## src/rtl/control_unit.sv

```systemverilog
// Hardwired Moore sequencer: fetch (T0-T2), decode IR[31:27], then per-class
// execute steps. Outputs are decoded from the state register and IR only.
module control_unit #(
    parameter logic [4:0] INC_OP = 5'd12,
    parameter logic [4:0] ADD_OP = 5'd3
) (
    input  logic        clk,
    input  logic        clr,
    input  logic [31:0] IR,
    input  logic        Stop,
    output logic        PCout,
    output logic        PCin,
    output logic        MARin,
    output logic        MDRin,
    output logic        MDRout,
    output logic        IRin,
    output logic        Yin,
    output logic        Zin,
    output logic        Zlowout,
    output logic        Cout,
    output logic        Read,
    output logic        Write,
    output logic        Gra,
    output logic        Grb,
    output logic        Grc,
    output logic        Rin,
    output logic        Rout,
    output logic        BAout,
    output logic [4:0]  OpCode,
    output logic        Run
);

    localparam logic [3:0] S_RST = 4'd0;
    localparam logic [3:0] T0    = 4'd1;
    localparam logic [3:0] T1    = 4'd2;
    localparam logic [3:0] T2    = 4'd3;
    localparam logic [3:0] T3    = 4'd4;
    localparam logic [3:0] T4    = 4'd5;
    localparam logic [3:0] T5    = 4'd6;
    localparam logic [3:0] T6    = 4'd7;
    localparam logic [3:0] T7    = 4'd8;
    localparam logic [3:0] HALT  = 4'd9;

    logic [3:0] state, next_state;
    logic [4:0] op, imm_op;
    logic       is_alu, is_imm, is_un, is_ldi, is_ld, is_st, is_mem, is_halt, is_exec;
    logic       unused_ir;

    assign unused_ir = ^IR[26:0];
    assign op        = IR[31:27];
    assign is_alu    = op inside {[5'd3:5'd11]};
    assign is_imm    = op inside {[5'd12:5'd14]};
    assign is_un     = (op == 5'd17) || (op == 5'd18);
    assign is_ldi    = (op == 5'd1);
    assign is_ld     = (op == 5'd0);
    assign is_st     = (op == 5'd2);
    assign is_mem    = is_ld || is_st;
    assign is_halt   = (op == 5'd27);
    assign is_exec   = is_alu || is_imm || is_un || is_ldi || is_mem;

    // Immediate forms reuse the register-form ALU codes
    always_comb begin
        case (op)
            5'd12:   imm_op = 5'd3;
            5'd13:   imm_op = 5'd5;
            default: imm_op = 5'd6;
        endcase
    end

    always_comb begin
        next_state = state;
        case (state)
            S_RST: next_state = T0;
            T0:    next_state = T1;
            T1:    next_state = T2;
            T2: begin
                if (is_halt)      next_state = HALT;
                else if (is_exec) next_state = T3;
                else              next_state = Stop ? HALT : T0;
            end
            T3:    next_state = T4;
            T4:    next_state = is_un ? (Stop ? HALT : T0) : T5;
            T5:    next_state = is_mem ? T6 : (Stop ? HALT : T0);
            T6:    next_state = T7;
            T7:    next_state = Stop ? HALT : T0;
            HALT:  next_state = HALT;
            default: next_state = S_RST;
        endcase
    end

    always_ff @(posedge clk) begin
        if (clr) state <= S_RST;
        else     state <= next_state;
    end

    always_comb begin
        {PCout, PCin, MARin, MDRin, MDRout, IRin, Yin, Zin, Zlowout, Cout} = '0;
        {Read, Write, Gra, Grb, Grc, Rin, Rout, BAout} = '0;
        OpCode = 5'd0;
        Run    = (state >= T0) && (state <= T7);
        case (state)
            T0: begin PCout = 1'b1; MARin = 1'b1; Zin = 1'b1; OpCode = INC_OP; end
            T1: begin Zlowout = 1'b1; PCin = 1'b1; Read = 1'b1; MDRin = 1'b1; end
            T2: begin MDRout = 1'b1; IRin = 1'b1; end
            T3: begin
                if (is_alu || is_imm) begin Grb = 1'b1; Rout = 1'b1; Yin = 1'b1; end
                else if (is_un) begin Grb = 1'b1; Rout = 1'b1; Zin = 1'b1; OpCode = op; end
                else if (is_ldi || is_mem) begin Grb = 1'b1; BAout = 1'b1; Yin = 1'b1; end
            end
            T4: begin
                if (is_alu) begin Grc = 1'b1; Rout = 1'b1; Zin = 1'b1; OpCode = op; end
                else if (is_imm) begin Cout = 1'b1; Zin = 1'b1; OpCode = imm_op; end
                else if (is_un) begin Zlowout = 1'b1; Gra = 1'b1; Rin = 1'b1; end
                else if (is_ldi || is_mem) begin Cout = 1'b1; Zin = 1'b1; OpCode = ADD_OP; end
            end
            T5: begin
                if (is_mem) begin Zlowout = 1'b1; MARin = 1'b1; end
                else if (is_alu || is_imm || is_ldi) begin Zlowout = 1'b1; Gra = 1'b1; Rin = 1'b1; end
            end
            T6: begin
                if (is_ld) begin Read = 1'b1; MDRin = 1'b1; end
                else if (is_st) begin Gra = 1'b1; Rout = 1'b1; MDRin = 1'b1; end
            end
            T7: begin
                if (is_ld) begin MDRout = 1'b1; Gra = 1'b1; Rin = 1'b1; end
                else if (is_st) Write = 1'b1;
            end
            default: ;
        endcase
    end

endmodule

```

## config.mk

```make
export PLATFORM = sky130hd
export DESIGN_NAME = control_unit
export DESIGN_NICKNAME = d
export VERILOG_FILES = /design/src/rtl/control_unit.sv
export SDC_FILE = /design/constraint.sdc
export NUM_CORES = 1
export LEC_CHECK = 0
export CAP_MARGIN = 20
export CELL_PAD_IN_SITES_DETAIL_PLACEMENT = 1
export CELL_PAD_IN_SITES_GLOBAL_PLACEMENT = 2
export CORE_UTILIZATION = 16
export CTS_CLUSTER_DIAMETER = 100
export DETAILED_ROUTE_END_ITERATION = 10
export PLACE_DENSITY = 0.93
export SETUP_SLACK_MARGIN = 0.15
export SYNTH_ARGS = -nofsm -noshare
export SYNTH_HDL_FRONTEND = slang
export SYNTH_SLANG_ARGS = --single-unit
```

## constraint.sdc

```tcl
create_clock -name clk -period 3.1 [get_ports clk]
set_clock_uncertainty 0.1 [all_clocks]
set_input_delay 0.62 -clock clk [delete_from_list [all_inputs] [get_ports clk]]
set_output_delay 0.62 -clock clk [all_outputs]
set_load 0.02 [all_outputs]
```

==> impl_results.rst <==
.. list-table::
   :header-rows: 1

   * - Metric
     - Value
   * - Run status
     - finished with violations
   * - Failing checks
     - design-rule violations
   * - Clock tree from TritonCTS
     - built
   * - Slew @ Worst Pin
     - 0.499 ns
   * - Yosys top cell by area
     - dfxtp_1
   * - Crit path time final
     - 2.93 ns
   * - CP Data Required Time
     - 2.38 ns
   * - Power share of the clock group
     - 0.335
   * - Final Max Tran Viols
     - 0
   * - HPWL after detailed placement
     - 2310 um
   * - Most instantiated library cell after synthesis
     - nor2_1
   * - Maximum achievable frequency
     - 341 MHz
   * - Post-Place Cells
     - 211
   * - Number of buffers added on ports
     - 31
   * - Sequential group share of total power
     - 0.195
   * - Worst-case vdd ir drop
     - 62.3 uV
   * - Worst-path cell chain
     - dlygate4sd2_1 > buf_4 > or2_1 > o21ai_0 > o22a_1 > o22ai_2 > nand2b_1 > clkdlybuf4s15_1
   * - Top Ports
     - 59
   * - DRC errors left
     - 2
   * - Buffer depth of the longest clock path
     - 2
   * - Standard-cell row count
     - 24
   * - Pwr dens
     - 252 mW/mm^2
   * - Category of the most critical setup path
     - in2out
   * - Clk_lat worst skew
     - 0.21 ns
   * - Maximum number of pins on one net before global-route repair
     - 16
   * - Aggregate global-route resource usage
     - 0.117
   * - Worst-path cell with the longest stage delay
     - dlygate4sd2_1
   * - Cts-stage hold buffer count
     - 0
   * - Synth top area share
     - 0.106
   * - Largest registers
     - state x4
   * - Number of distinct standard cells referenced by the synthesized netlist
     - 43
   * - Portion of total power attributed to combinational logic
     - 0.470
   * - First-pass GRT wire length
     - 4860 um
   * - Starting DRC count in detailed routing
     - 22
   * - Crit share post-route
     - 0.946
   * - NumNets Final
     - 199
   * - Vertical die dimension
     - 70.7 um
   * - Critical path arrival
     - 2.21 ns
   * - Antenna violations before repair
     - 0
   * - Count of antenna diodes in the layout
     - 0
   * - Total number of vias
     - 984
   * - Crit path launch type
     - primary input
   * - Area contributors post-synth
     - dfxtp_1 11%, nor2_1 7.5%, nand2_1 6.5%
   * - Yosys synthesis warning count
     - 0
   * - Overall die width
     - 70.7 um
   * - Psw
     - 113 uW
   * - Cell at the root of the clock tree
     - clkbuf_8
   * - Post-route design area
     - 0.00127 sq mm
   * - Pre-antenna DRT Iters
     - 7
   * - Register bit total from synthesis
     - 4
   * - Mapped Nets
     - 149
   * - Number of global-route vias before repair
     - 1,031
   * - Number of sinks driven by the clock tree
     - 4
   * - Worst min-delay path class
     - reg2reg
   * - Commonest register cell after synthesis
     - dfxtp_1
   * - Internal power
     - 208 uW
   * - Fraction of the yosys area taken by sequential cells
     - 0.106
   * - Area of placed instances
     - 0.00123 sq mm
   * - Fraction of layout cells with a size suffix above 1
     - 0.296
   * - Finished Layout Cells
     - 214
   * - Number of failing setup endpoints in the final timing report
     - 0
   * - RSZ-0062 raised after global routing
     - true
   * - Max FFs per register
     - 4
   * - Number of synthesized flops with an enable pin
     - 0
   * - Reg with most FFs
     - state
   * - Synth-to-layout area growth
     - 68.7%
   * - Remaining Overflow, GRT
     - 0
   * - Initial core utilization
     - 0.170
   * - Synthesized netlist cell count
     - 114
   * - Leakage power figure
     - 0.000622 uW
   * - Post-CTS setup buffer count
     - 0
   * - Worst path max stage delay
     - 0.29 ns
   * - Crit-path max FO
     - 5
   * - Relative slew margins
     - 0.667
   * - Clock Pin Slew Worst Setup and Hold Paths
     - 0.03 ns
   * - H-tree lvl count
     - 1
   * - Final Hold Viols
     - 0
   * - Post-synthesis async set-or-reset flop share
     - 0
   * - Sw Ratio
     - 0.352
   * - Final RePlAce weighted congestion
     - 0.789
   * - Count of nets left with antenna violations after detail routing
     - 0
   * - Cell types with the highest counts after synthesis
     - 15 x nor2_1, 13 x nand2_1, 9 x a21oi_1
   * - Area inside the core boundary
     - 0.00444 sq mm
   * - Cell area after technology mapping
     - 754 sq um
   * - Total Die Area
     - 0.00499 sq mm
   * - Post-detailed-route wirelength per cell
     - 13.0 um
   * - Worst R2R Setup Slack
     - 1.20 ns
   * - Number of vias per cell after detailed routing
     - 4.60
   * - CTS buffer count
     - 3
   * - Mean area per synthesized cell
     - 6.62 sq um
   * - Sort of element at the end of the critical path
     - primary output
   * - Total wirelength of the detailed-routed design
     - 2790 um
   * - Count of maximum capacitance violations
     - 0
layout make-up:
cell class                      count  area (sq um)
Fill cell                         569          3170
Timing Repair Buffer               54           459
Clock buffer                        3          41.3
Multi-Input combinational cell     97           612
Inverter                            4          15.0
Tap cell                           52          65.1
Sequential cell                     4          80.1
cell families (layout without fill, tap and decap cells):
kind of cell,after synthesis,after routing,synth area share
flip-flops,4,4,0.106
XOR/XNOR,2,2,0.0232
buffers and inverters,13,61,0.119
multiplexers,1,1,0.0133
adder cells (fa/ha/maj),1,1,0.0133
AO/OA/AOI/OAI,29,29,0.260
AND/OR/NAND/NOR,64,64,0.464
stage by stage:
stage	setup TNS, ns	setup WS, ns	util	hold slack, ns	power [uW]
after floorplan	0	0.456	-	0.509	149
after global placement	-3.89	-0.349	0.276	0.526	215
after detailed placement	-4.34	-0.397	0.276	0.537	218
after CTS	0	0.0379	0.284	0.539	323
after global routing	0	0.0719	0.286	0.584	343
final	0	0.166	0.286	0.535	320
path summary, 6_finish.rpt:
path	startpoint	endpoint	cells past startpoint
worst min-delay path	state[0]	state[3]	2
worst max-delay path	IR[30]	Gra	8
worst min register to register	state[0]	state[3]	2
worst max register to register	state[1]	state[3]	5
layout by cell type, fill, tap and decap left out, types with 3 or more instances in the layout:
cell / Yosys / routed
nor2b_1: 4 / 4
nand2b_1: 6 / 6
dfxtp_1: 4 / 4
buf_4: 3 / 22
dlygate4sd2_1: 0 / 16
clkbuf_8: 0 / 3
a31oi_1: 3 / 3
nand3_1: 6 / 5
nand2_1: 13 / 13
clkdlybuf4s50_1: 0 / 6
nor2_1: 15 / 14
o21ai_0: 5 / 5
a21oi_1: 9 / 9
inv_1: 4 / 4
routing by layer:
| metal | share of wire | up-vias | global-route usage |
|---|---|---|---|
| met4 | 0 | 0 | 0.0200 |
| met2 | 0.49 | 24 | 0.204 |
| met3 | 0.032 | 0 | 0.00712 |
| met1 | 0.48 | 467 | 0.162 |
| met5 | 0 | - | 0 |
| li1 | - | 493 | - |
power groups by stage:
stage	Combinational [uW]	Clock (uW)	Sequential, uW
floorplan	90.8	0	58.4
global placement	153	0	62.5
detailed placement	155	0	62.9
CTS	150	111	62.2
global route	164	116	63.1
finish	151	107	62.4
worst max-delay path: cells and delay by family:
kind,cells,cell delay [ns]
AOI/OAI and AO/OA,3,0.39
buffers and inverters,3,0.75
and+or+nand+nor,2,0.44
what timing repair did:
| item | CTS | global route |
|---|---|---|
| pin swaps | 0 | 0 |
| gates cloned | 0 | 0 |
| setup endpoints to repair | 20 | 14 |
| resized for setup | 33 | 12 |
No activity file was read; power rests on OpenSTA's default activity.
